==> config.mk <==
export PLATFORM = sky130hd
export DESIGN_NAME = snoop_resp_ctrl
export DESIGN_NICKNAME = d
export VERILOG_FILES = /design/src/rtl/param_pkg.sv /design/src/rtl/snoop_resp_decode.sv /design/src/rtl/snoop_resp_ctrl.sv
export SDC_FILE = /design/constraint.sdc
export NUM_CORES = 1
export LEC_CHECK = 0
export ABC_AREA = 0
export BUFFER_PORTS_ARGS = -buffer_cell sky130_fd_sc_hd__buf_4
export CAP_MARGIN = 10
export CORE_MARGIN = 2
export CORE_UTILIZATION = 39
export DETAILED_ROUTE_END_ITERATION = 16
export PLACE_DENSITY_LB_ADDON = 0.05
export SLEW_MARGIN = 20
export SYNTH_ARGS = -nofsm -noshare
export SYNTH_HDL_FRONTEND = slang
export SYNTH_SLANG_ARGS = --single-unit
==> constraint.sdc <==
create_clock -name clk -period 2.14 [get_ports clk]
set_input_delay 0.107 -clock clk [delete_from_list [all_inputs] [get_ports clk]]
set_output_delay 0.107 -clock clk [all_outputs]
set_load 0.02 [all_outputs]
==> src/rtl/param_pkg.sv <==
// Shared D-cache widths, coherence state encodings and ACE snoop constants
// used by the snoop response controller.
package param_pkg;

    localparam int DCACHE_TAG_WIDTH   = 24;
    localparam int DCACHE_INDEX_WIDTH = 8;
    localparam int LINE_ADR_W         = DCACHE_TAG_WIDTH + DCACHE_INDEX_WIDTH;

    typedef enum logic [1:0] {
        TS_NONE = 2'd0,
        TS_IS   = 2'd1,
        TS_IM   = 2'd2,
        TS_MI   = 2'd3
    } transient_state_t;

    typedef enum logic [1:0] {
        ST_I = 2'd0,
        ST_S = 2'd1,
        ST_E = 2'd2,
        ST_M = 2'd3
    } stable_state_t;

    localparam logic [3:0] SNP_READ_SHARED   = 4'h1;
    localparam logic [3:0] SNP_READ_UNIQUE   = 4'h7;
    localparam logic [3:0] SNP_CLEAN_INVALID = 4'h9;
    localparam logic [3:0] SNP_MAKE_INVALID  = 4'hD;

    // Bit positions inside the 5-bit CRRESP field
    localparam int CR_DATA_TRANSFER = 0;
    localparam int CR_ERROR         = 1;
    localparam int CR_PASS_DIRTY    = 2;
    localparam int CR_IS_SHARED     = 3;
    localparam int CR_WAS_UNIQUE    = 4;

    typedef enum logic [2:0] {
        S_IDLE   = 3'd0,
        S_LOOKUP = 3'd1,
        S_DECIDE = 3'd2,
        S_STALL  = 3'd3,
        S_RESP   = 3'd4,
        S_DATA   = 3'd5
    } fsm_state_t;

endpackage

==> src/rtl/snoop_resp_decode.sv <==
// Combinational snoop opcode x stable line state -> CRRESP, next stable
// state, whether the tag must be rewritten and whether line data follows.
module snoop_resp_decode
    import param_pkg::*;
(
    input  logic          [3:0] snoop_i,
    input  logic                tag_hit_i,
    input  stable_state_t       state_i,
    output logic          [4:0] resp_o,
    output stable_state_t       new_state_o,
    output logic                update_o,
    output logic                data_o
);

    logic is_unique;
    logic is_dirty;

    assign is_unique = (state_i == ST_M) || (state_i == ST_E);
    assign is_dirty  = (state_i == ST_M);

    always_comb begin
        resp_o      = '0;
        new_state_o = state_i;
        // A tag hit on an invalid way carries no ownership, so treat it as a miss
        if (tag_hit_i && (state_i != ST_I)) begin
            case (snoop_i)
                SNP_READ_SHARED: begin
                    resp_o[CR_WAS_UNIQUE]    = is_unique;
                    resp_o[CR_IS_SHARED]     = 1'b1;
                    resp_o[CR_PASS_DIRTY]    = is_dirty;
                    resp_o[CR_DATA_TRANSFER] = is_unique;
                    new_state_o              = ST_S;
                end
                SNP_READ_UNIQUE: begin
                    resp_o[CR_WAS_UNIQUE]    = is_unique;
                    resp_o[CR_PASS_DIRTY]    = is_dirty;
                    resp_o[CR_DATA_TRANSFER] = is_unique;
                    new_state_o              = ST_I;
                end
                SNP_CLEAN_INVALID: begin
                    resp_o[CR_WAS_UNIQUE]    = is_unique;
                    resp_o[CR_PASS_DIRTY]    = is_dirty;
                    resp_o[CR_DATA_TRANSFER] = is_dirty;
                    new_state_o              = ST_I;
                end
                SNP_MAKE_INVALID: begin
                    resp_o[CR_WAS_UNIQUE]    = is_unique;
                    new_state_o              = ST_I;
                end
                default: begin
                    new_state_o = state_i;
                end
            endcase
        end
        resp_o[CR_ERROR] = 1'b0;
    end

    assign update_o = (new_state_o != state_i);
    assign data_o   = resp_o[CR_DATA_TRANSFER];

endmodule

==> src/rtl/snoop_resp_ctrl.sv <==
// ACE snoop responder: accepts one snoop, looks it up in the MSHR and tag
// array, updates the tag state, returns CRRESP and optionally the line data.
module snoop_resp_ctrl
    import param_pkg::*;
#(
    parameter int CD_W  = 64,
    parameter int BEATS = 4
) (
    input  logic                         clk,
    input  logic                         resetn,
    input  logic                         ac_valid_i,
    output logic                         ac_ready_o,
    input  logic [LINE_ADR_W-1:0]        ac_addr_i,
    input  logic [3:0]                   ac_snoop_i,
    output logic                         cr_valid_o,
    input  logic                         cr_ready_i,
    output logic [4:0]                   cr_resp_o,
    output logic                         cd_valid_o,
    input  logic                         cd_ready_i,
    output logic [CD_W-1:0]              cd_data_o,
    output logic                         cd_last_o,
    output logic                         lk_req_o,
    output logic [LINE_ADR_W-1:0]        lk_adr_o,
    input  logic                         read_hit_i,
    input  transient_state_t             transient_state_i,
    input  logic                         tag_hit_i,
    input  logic [1:0]                   tag_state_i,
    output logic                         tag_we_o,
    output logic [1:0]                   tag_state_o,
    output logic                         data_req_o,
    output logic [$clog2(BEATS)-1:0]     data_beat_o,
    input  logic [CD_W-1:0]              data_i
);

    localparam int                BEAT_W    = $clog2(BEATS);
    localparam logic [BEAT_W-1:0] LAST_BEAT = BEAT_W'(BEATS - 1);

    fsm_state_t             state_q,     state_d;
    logic [LINE_ADR_W-1:0]  addr_q,      addr_d;
    logic [3:0]             snoop_q,     snoop_d;
    logic [4:0]             resp_q,      resp_d;
    logic                   dt_q,        dt_d;
    logic [BEAT_W-1:0]      beat_q,      beat_d;
    logic                   rd_pend_q,   rd_pend_d;
    logic [CD_W-1:0]        cd_data_q,   cd_data_d;
    logic                   cd_valid_q,  cd_valid_d;
    logic                   cd_last_q,   cd_last_d;
    logic                   data_req_q,  data_req_d;
    logic                   ac_ready_q,  ac_ready_d;
    logic                   lk_req_q,    lk_req_d;
    logic                   cr_valid_q,  cr_valid_d;

    logic [4:0]             dec_resp;
    stable_state_t          dec_state;
    logic                   dec_update;
    logic                   dec_data;

    snoop_resp_decode u_decode (
        .snoop_i     (snoop_q),
        .tag_hit_i   (tag_hit_i),
        .state_i     (stable_state_t'(tag_state_i)),
        .resp_o      (dec_resp),
        .new_state_o (dec_state),
        .update_o    (dec_update),
        .data_o      (dec_data)
    );

    always_comb begin
        state_d     = state_q;
        addr_d      = addr_q;
        snoop_d     = snoop_q;
        resp_d      = resp_q;
        dt_d        = dt_q;
        beat_d      = beat_q;
        cd_data_d   = cd_data_q;
        cd_valid_d  = cd_valid_q;
        cd_last_d   = cd_last_q;
        data_req_d  = 1'b0;
        rd_pend_d   = data_req_q;
        tag_we_o    = 1'b0;
        tag_state_o = 2'b00;

        case (state_q)
            S_IDLE: begin
                if (ac_valid_i && ac_ready_q) begin
                    addr_d  = ac_addr_i;
                    snoop_d = ac_snoop_i;
                    state_d = S_LOOKUP;
                end
            end
            S_LOOKUP, S_STALL: begin
                state_d = S_DECIDE;
            end
            // Lookup results are only valid here, so the tag write is driven
            // straight from them rather than through a register.
            S_DECIDE: begin
                if (read_hit_i && (transient_state_i == TS_MI)) begin
                    state_d = S_STALL;
                end else if (read_hit_i && ((transient_state_i == TS_IS) ||
                                            (transient_state_i == TS_IM))) begin
                    resp_d  = '0;
                    dt_d    = 1'b0;
                    state_d = S_RESP;
                end else begin
                    resp_d      = dec_resp;
                    dt_d        = dec_data;
                    tag_we_o    = dec_update;
                    tag_state_o = dec_update ? dec_state : ST_I;
                    state_d     = S_RESP;
                end
            end
            S_RESP: begin
                if (cr_ready_i) begin
                    if (dt_q) begin
                        state_d    = S_DATA;
                        beat_d     = '0;
                        data_req_d = 1'b1;
                    end else begin
                        state_d = S_IDLE;
                    end
                end
            end
            S_DATA: begin
                if (rd_pend_q) begin
                    cd_data_d  = data_i;
                    cd_valid_d = 1'b1;
                    cd_last_d  = (beat_q == LAST_BEAT);
                end else if (cd_valid_q && cd_ready_i) begin
                    cd_valid_d = 1'b0;
                    cd_last_d  = 1'b0;
                    if (beat_q == LAST_BEAT) begin
                        beat_d  = '0;
                        state_d = S_IDLE;
                    end else begin
                        beat_d     = beat_q + 1'b1;
                        data_req_d = 1'b1;
                    end
                end
            end
            default: begin
                state_d = S_IDLE;
            end
        endcase

        // Handshake strobes follow the state being entered
        ac_ready_d = (state_d == S_IDLE);
        lk_req_d   = (state_d == S_LOOKUP) || (state_d == S_STALL);
        cr_valid_d = (state_d == S_RESP);
    end

    always_ff @(posedge clk) begin
        if (!resetn) begin
            state_q    <= S_IDLE;
            addr_q     <= '0;
            snoop_q    <= '0;
            resp_q     <= '0;
            dt_q       <= 1'b0;
            beat_q     <= '0;
            rd_pend_q  <= 1'b0;
            cd_data_q  <= '0;
            cd_valid_q <= 1'b0;
            cd_last_q  <= 1'b0;
            data_req_q <= 1'b0;
            ac_ready_q <= 1'b0;
            lk_req_q   <= 1'b0;
            cr_valid_q <= 1'b0;
        end else begin
            state_q    <= state_d;
            addr_q     <= addr_d;
            snoop_q    <= snoop_d;
            resp_q     <= resp_d;
            dt_q       <= dt_d;
            beat_q     <= beat_d;
            rd_pend_q  <= rd_pend_d;
            cd_data_q  <= cd_data_d;
            cd_valid_q <= cd_valid_d;
            cd_last_q  <= cd_last_d;
            data_req_q <= data_req_d;
            ac_ready_q <= ac_ready_d;
            lk_req_q   <= lk_req_d;
            cr_valid_q <= cr_valid_d;
        end
    end

    assign ac_ready_o  = ac_ready_q;
    assign cr_valid_o  = cr_valid_q;
    assign cr_resp_o   = resp_q;
    assign cd_valid_o  = cd_valid_q;
    assign cd_data_o   = cd_data_q;
    assign cd_last_o   = cd_last_q;
    assign lk_req_o    = lk_req_q;
    assign lk_adr_o    = addr_q;
    assign data_req_o  = data_req_q;
    assign data_beat_o = beat_q;

endmodule

* Word-level counts from Yosys, hierarchy flattened
Index checks and enable logic that the tools add are counted.
** Storage, ports and cells
- Latch bits :: 0
- Word-level logic and storage cells :: 102
- Output and inout bits :: 112
- Memory bits (writable) :: 0
- Input bits :: 111
- Memories :: 0
- Register bits :: 118
- Bits in read-only memories :: 0
** Operators by class
- Reductions and logical operators :: 23
- $add $sub $neg :: 1
- Shifts and indexed selects :: 0
- $lt $le $gt $ge :: 0
- Equality and inequality tests :: 23
- Div/mod/pow operators :: 0
- Bitwise logic cells :: 1
- Multiplexer cells :: 40
- Multiply operators :: 0
** Operator list (count)
- $mux 3 :: 8
- $mux 2 :: 10
- $mux 1 :: 16
- $pmux 3 s5 :: 1
- $eq 2x2->1 const B :: 5
- $eq 3x2->1 const B :: 3
- $eq 3x3->1 const B :: 3
- $eq 4x4->1 const B :: 2
- $ne 2x2->1 const B :: 4
- $pmux 2 s2 :: 2
- $reduce_and 2->1 :: 4
- $eq 3x1->1 const B :: 2
- $logic_not 3->1 :: 2
- $reduce_bool 2->1 :: 3
- $reduce_or 3->1 :: 2
- $logic_and 1x1->1 :: 5
- $mux 5 :: 1
- $reduce_and 5->1 :: 1
- $eq 4x1->1 const B :: 1
- $eq 4x3->1 const B :: 1
- $pmux 1 s2 :: 2
- $reduce_or 2->1 :: 2
- $reduce_or 4->1 :: 1
- $logic_or 1x1->1 :: 3
- other kinds (4) :: 4

* Depth between registers and ports, before layout
- Depth after elaboration :: 9
- Gate-level depth with buffers :: 6
- Mapped depth without buffers :: 5

* Cells and area by module
Synthesis repeated with hierarchy kept, for this count alone.
** Second synthesis, totals
- Cells, all modules :: 549
- Area, all modules :: 5069.9 um2
** Modules (own cells, without submodules)
- snoop_resp_ctrl :: times used 1, area an instance 4923.5 um2, cells an instance 525
- snoop_resp_decode :: times used 1, area an instance 146.4 um2, cells an instance 24

* Worst setup path after synthesis
No wires, ideal clock.
- Path type :: reg2out
- Start :: register state_q[0]
- End :: output port tag_state_o[0]
- Data required time :: 2.033 ns
- Buffers on the path :: 0
- Arrival :: 1.410 ns
- Setup slack :: 0.623 ns
- Cell stages (with the launch flop) :: 5
- Path through :: dfxtp_1 > nor2_2 > nand3_2 > nor3_1 > a21boi_0
** On the way
- Longest elaborated chain between the ends :: 2
** Ends and longest elaborated chain
- from (decl) :: line snoop_resp_ctrl.sv:38 : fsm_state_t state_q, state_d;
- from (signal assigned) :: line snoop_resp_ctrl.sv:168 : state_q <= state_d;
- $eq 3x2->1 :: line snoop_resp_ctrl.sv:83 : case (state_q)
- $mux 2 :: line snoop_resp_ctrl.sv:83
- to (decl) :: line snoop_resp_ctrl.sv:29 : output logic [1:0] tag_state_o,
No other way between the ends.

* Worst setup path after layout
Same ends and word-level chain as after synthesis.

==> results.md <==
* Syn avg cell area at 8.70 um^2
* Layout area overhead at 69.7%
* Fin crit period at 1.91 ns
* Sequential share of the synthesized area at 50.4%
* Register area at 2320 um^2
* DP HPWL at 8.86 mm
* Synth cell count leaders: 210 x nand2_1, 116 x dfxtp_1, 98 x a21boi_1
* Worst R2R End: ac_ready_o
* CP arrival at 1.81 ns
* CTS tree: built
* Site Rows at 39
* TritonCTS Buffers at 17
* Root Buffer: clkbuf_16
* CTS Sinks at 116
* CTS max path bufs at 2
* First-pass GRT wire length at 22.0 mm
* DRT Pass-1 Iters at 5
* Die Ht at 113 um
* Clock transition at path regs at 0.05 ns
* Hold path cells at 3
* EDFF count, synth at 0
* Fin. Hold Viols at 0
* Pwr dens at 679 nW/um^2
* R2R setup slack at 0.59 ns
* Outcome: finished, final reports clean
* Setup Buffers After CTS at 0
* Peak fanout along the critical path at 12
* Vias after detailed routing at 4702
* Hold_sp: tag_state_i[1]
* Crit end category: primary output
* Final setup skew at 0.00635 ns
* Crit share post-route at 89.4%
* WL met2 at 6.86 mm
* Area of the multi-input gates at 2060 um^2
* Crit Path Class: reg2out
* Hold Path End: cr_resp_o[4]
* Vias in the first global route at 4570
* Slew Limit Headroom at 58.2%
* M1 WL at 5.83 mm
* Static leakage at 3.32 nW
* DR WL/cell at 13.9 um
* Layout cell share with drive strength beyond 1 at 31.5%
* Antenna viol nets, final at 0
* Worst R2R Path Depth at 5
* Synth warn at 0
* Detailed Route WL at 13.8 mm
* RSZ-0062 raised after global routing: false
* Initial antenna violation count at 0
* Worst EP required at 2.03 ns
* # diodes at 0
* Yosys cell types at 44
* Slew Viols, Final at 0
* Peak supply drop at 0.372 mV
* GPL Wtd Cong at 0.801
* Drt drc at 0
* Ys flop type: dfxtp_1
* Most common cell in the netlist: nand2_1
* Global-route usage over all layers at 21.5%
* Critical path startpoint category: flip-flop
* WL met3 at 733 um
* Synthesized area at 4600 um^2
* Final instance area at 7810 um^2
* Max Cap Viol at 0
* Max Freq at 0.523 GHz
* Synth top area cells: dfxtp_1 50%, nand2_1 17%, a21boi_1 16%
* Drt initial violations at 338
* Pin count of the biggest net entering global routing at 73
* Uppermost layer routed: met4
* Endpoints failing setup at 0
* # IOs at 223
* Largest area contributor in the netlist: dfxtp_1
* Filler cells at 913
* Chip Width at 113 um
* Vias per cell at 4.74
* DP Area at 6280 um^2
* GRT overflow at 0
* Worst skew pair latency at 0.39 ns
* Yosys top cell area share at 50.4%
* Nets@finish at 952
* Cell count after synthesis at 529
* Die ar. at 12700 um^2
* Setup tns final at 0 ns
* H-tree depth at 4
* I/O Buffers at 220
* Seq cells post-synth at 116
* Initial core utilization at 40.1%
* Async S/R FF share, synth at 0%
* RR Startpoint: data_beat_o[0]
* CORE AREA at 11500 um^2
* Worst-Margin Slew at 0.626 ns
* Min-delay worst type: in2reg
## power breakdown
part	internal, mW	switching, mW
sequential	2.21	0.0324
combinational	0.373	0.248
clock	1.54	0.897
total	4.12	1.18
## how the worst max path moves through the flow
stage               startpoint              to  slack, ns  cells past startpoint
detailed placement  state_q[0]  tag_state_o[0]       0.51                      5
global placement    state_q[0]  tag_state_o[0]       0.55                      5
finish              state_q[0]  tag_state_o[0]       0.23                      5
global route        state_q[0]  tag_state_o[0]       0.09                      5
CTS                 state_q[0]  tag_state_o[0]       0.05                      5
floorplan           state_q[0]  tag_state_o[0]       0.62                      4
## registers in the layout (all words and copies together), names as in the netlist
| signal | count |
|---|---|
| cr_valid_o | 1 |
| state_q | 3 |
| lk_req_o | 1 |
| cr_resp_o | 4 |
| data_req_o | 1 |
| ac_ready_o | 1 |
| cd_data_o | 64 |
| snoop_q | 4 |
| data_beat_o | 2 |
| cd_last_o | 1 |
| lk_adr_o | 32 |
| rd_pend_q | 1 |
| cd_valid_o | 1 |
## area by class of cell
class	count	area share (%)
clock buffer	24	6.17
clock inverter	6	0.384
inverter	2	0.0961
multi-input combinational	374	26.4
sequential	116	29.7
tap	143	2.29
timing repair buffer	328	34.9
## worst max-delay path, stage by stage, from the launching register on
cell and delay, ns:
dfxtp_2 0.39, nor2_4 0.17, nand3_2 0.20, nor3_2 0.26
a21boi_0 0.22, buf_4 0.17
## repair_timing
action,4_1_cts,5_1_grt
hold buffers,101,0
setup endpoints to repair,0,2
gates resized for setup,0,3
endpoints found under the hold margin,101,0
## logic make-up (layout without fill, tap and decap cells)
group / after synthesis / in the layout / synth area share (%)
adder cells (fa/ha/maj): 2 / 2 / 0.544
multiplexers: 1 / 1 / 0.245
AND/OR/NAND/NOR: 245 / 245 / 23.3
other: 1 / 2 / 0.0815
flip-flops: 116 / 116 / 50.4
buffers and inverters: 40 / 360 / 5.16
XOR/XNOR: 2 / 2 / 0.381
AO/OA/AOI/OAI: 122 / 122 / 19.8
## cells in the final DEF, fill, tap and decap left out, drive strengths merged, types with 2 or more instances in the layout
cell type,Yosys,routed
buf,24,227
nand2,210,210
dfxtp,116,116
a21boi,105,105
dlygate4sd3,0,101
clkbuf,14,24
clkinv,0,6
o21ai,5,5
nand3,4,4
nand2b,3,3
a21oi,3,3
and2,3,3
o2111ai,3,3
nor2b,3,3
nor2,3,3
nand4b,3,3
and3,3,3
xnor2,2,2
and4b,2,2
a32o,2,2
inv,2,2
nand4,2,2
ha,2,2
conb,1,2
nor4b,2,2
or2,2,2
## per-stage QoR
stage | worst slack, ns | total power [mW] | hold slack (ns) | std cells | utilization, %
2_1_floorplan | 0.623 | 2.50 | 0.233 | 530 | -
3_3_place_gp | 0.547 | 2.74 | 0.354 | 862 | 54.8
3_5_place_dp | 0.510 | 2.75 | 0.360 | 862 | 54.8
4_1_cts | 0.0535 | 5.35 | 0.0304 | 993 | 68.0
5_1_grt | 0.0852 | 5.53 | 0.0691 | 993 | 68.1
6_report | 0.227 | 5.30 | 0.0529 | 993 | 68.1
## layer usage
layer	global-route usage, %	up-vias
met5	0	-
met4	10.1	0
met1	26.0	2162
met3	4.64	30
li1	-	2358
met2	36.4	152
(Power assumes the default switching activity.)
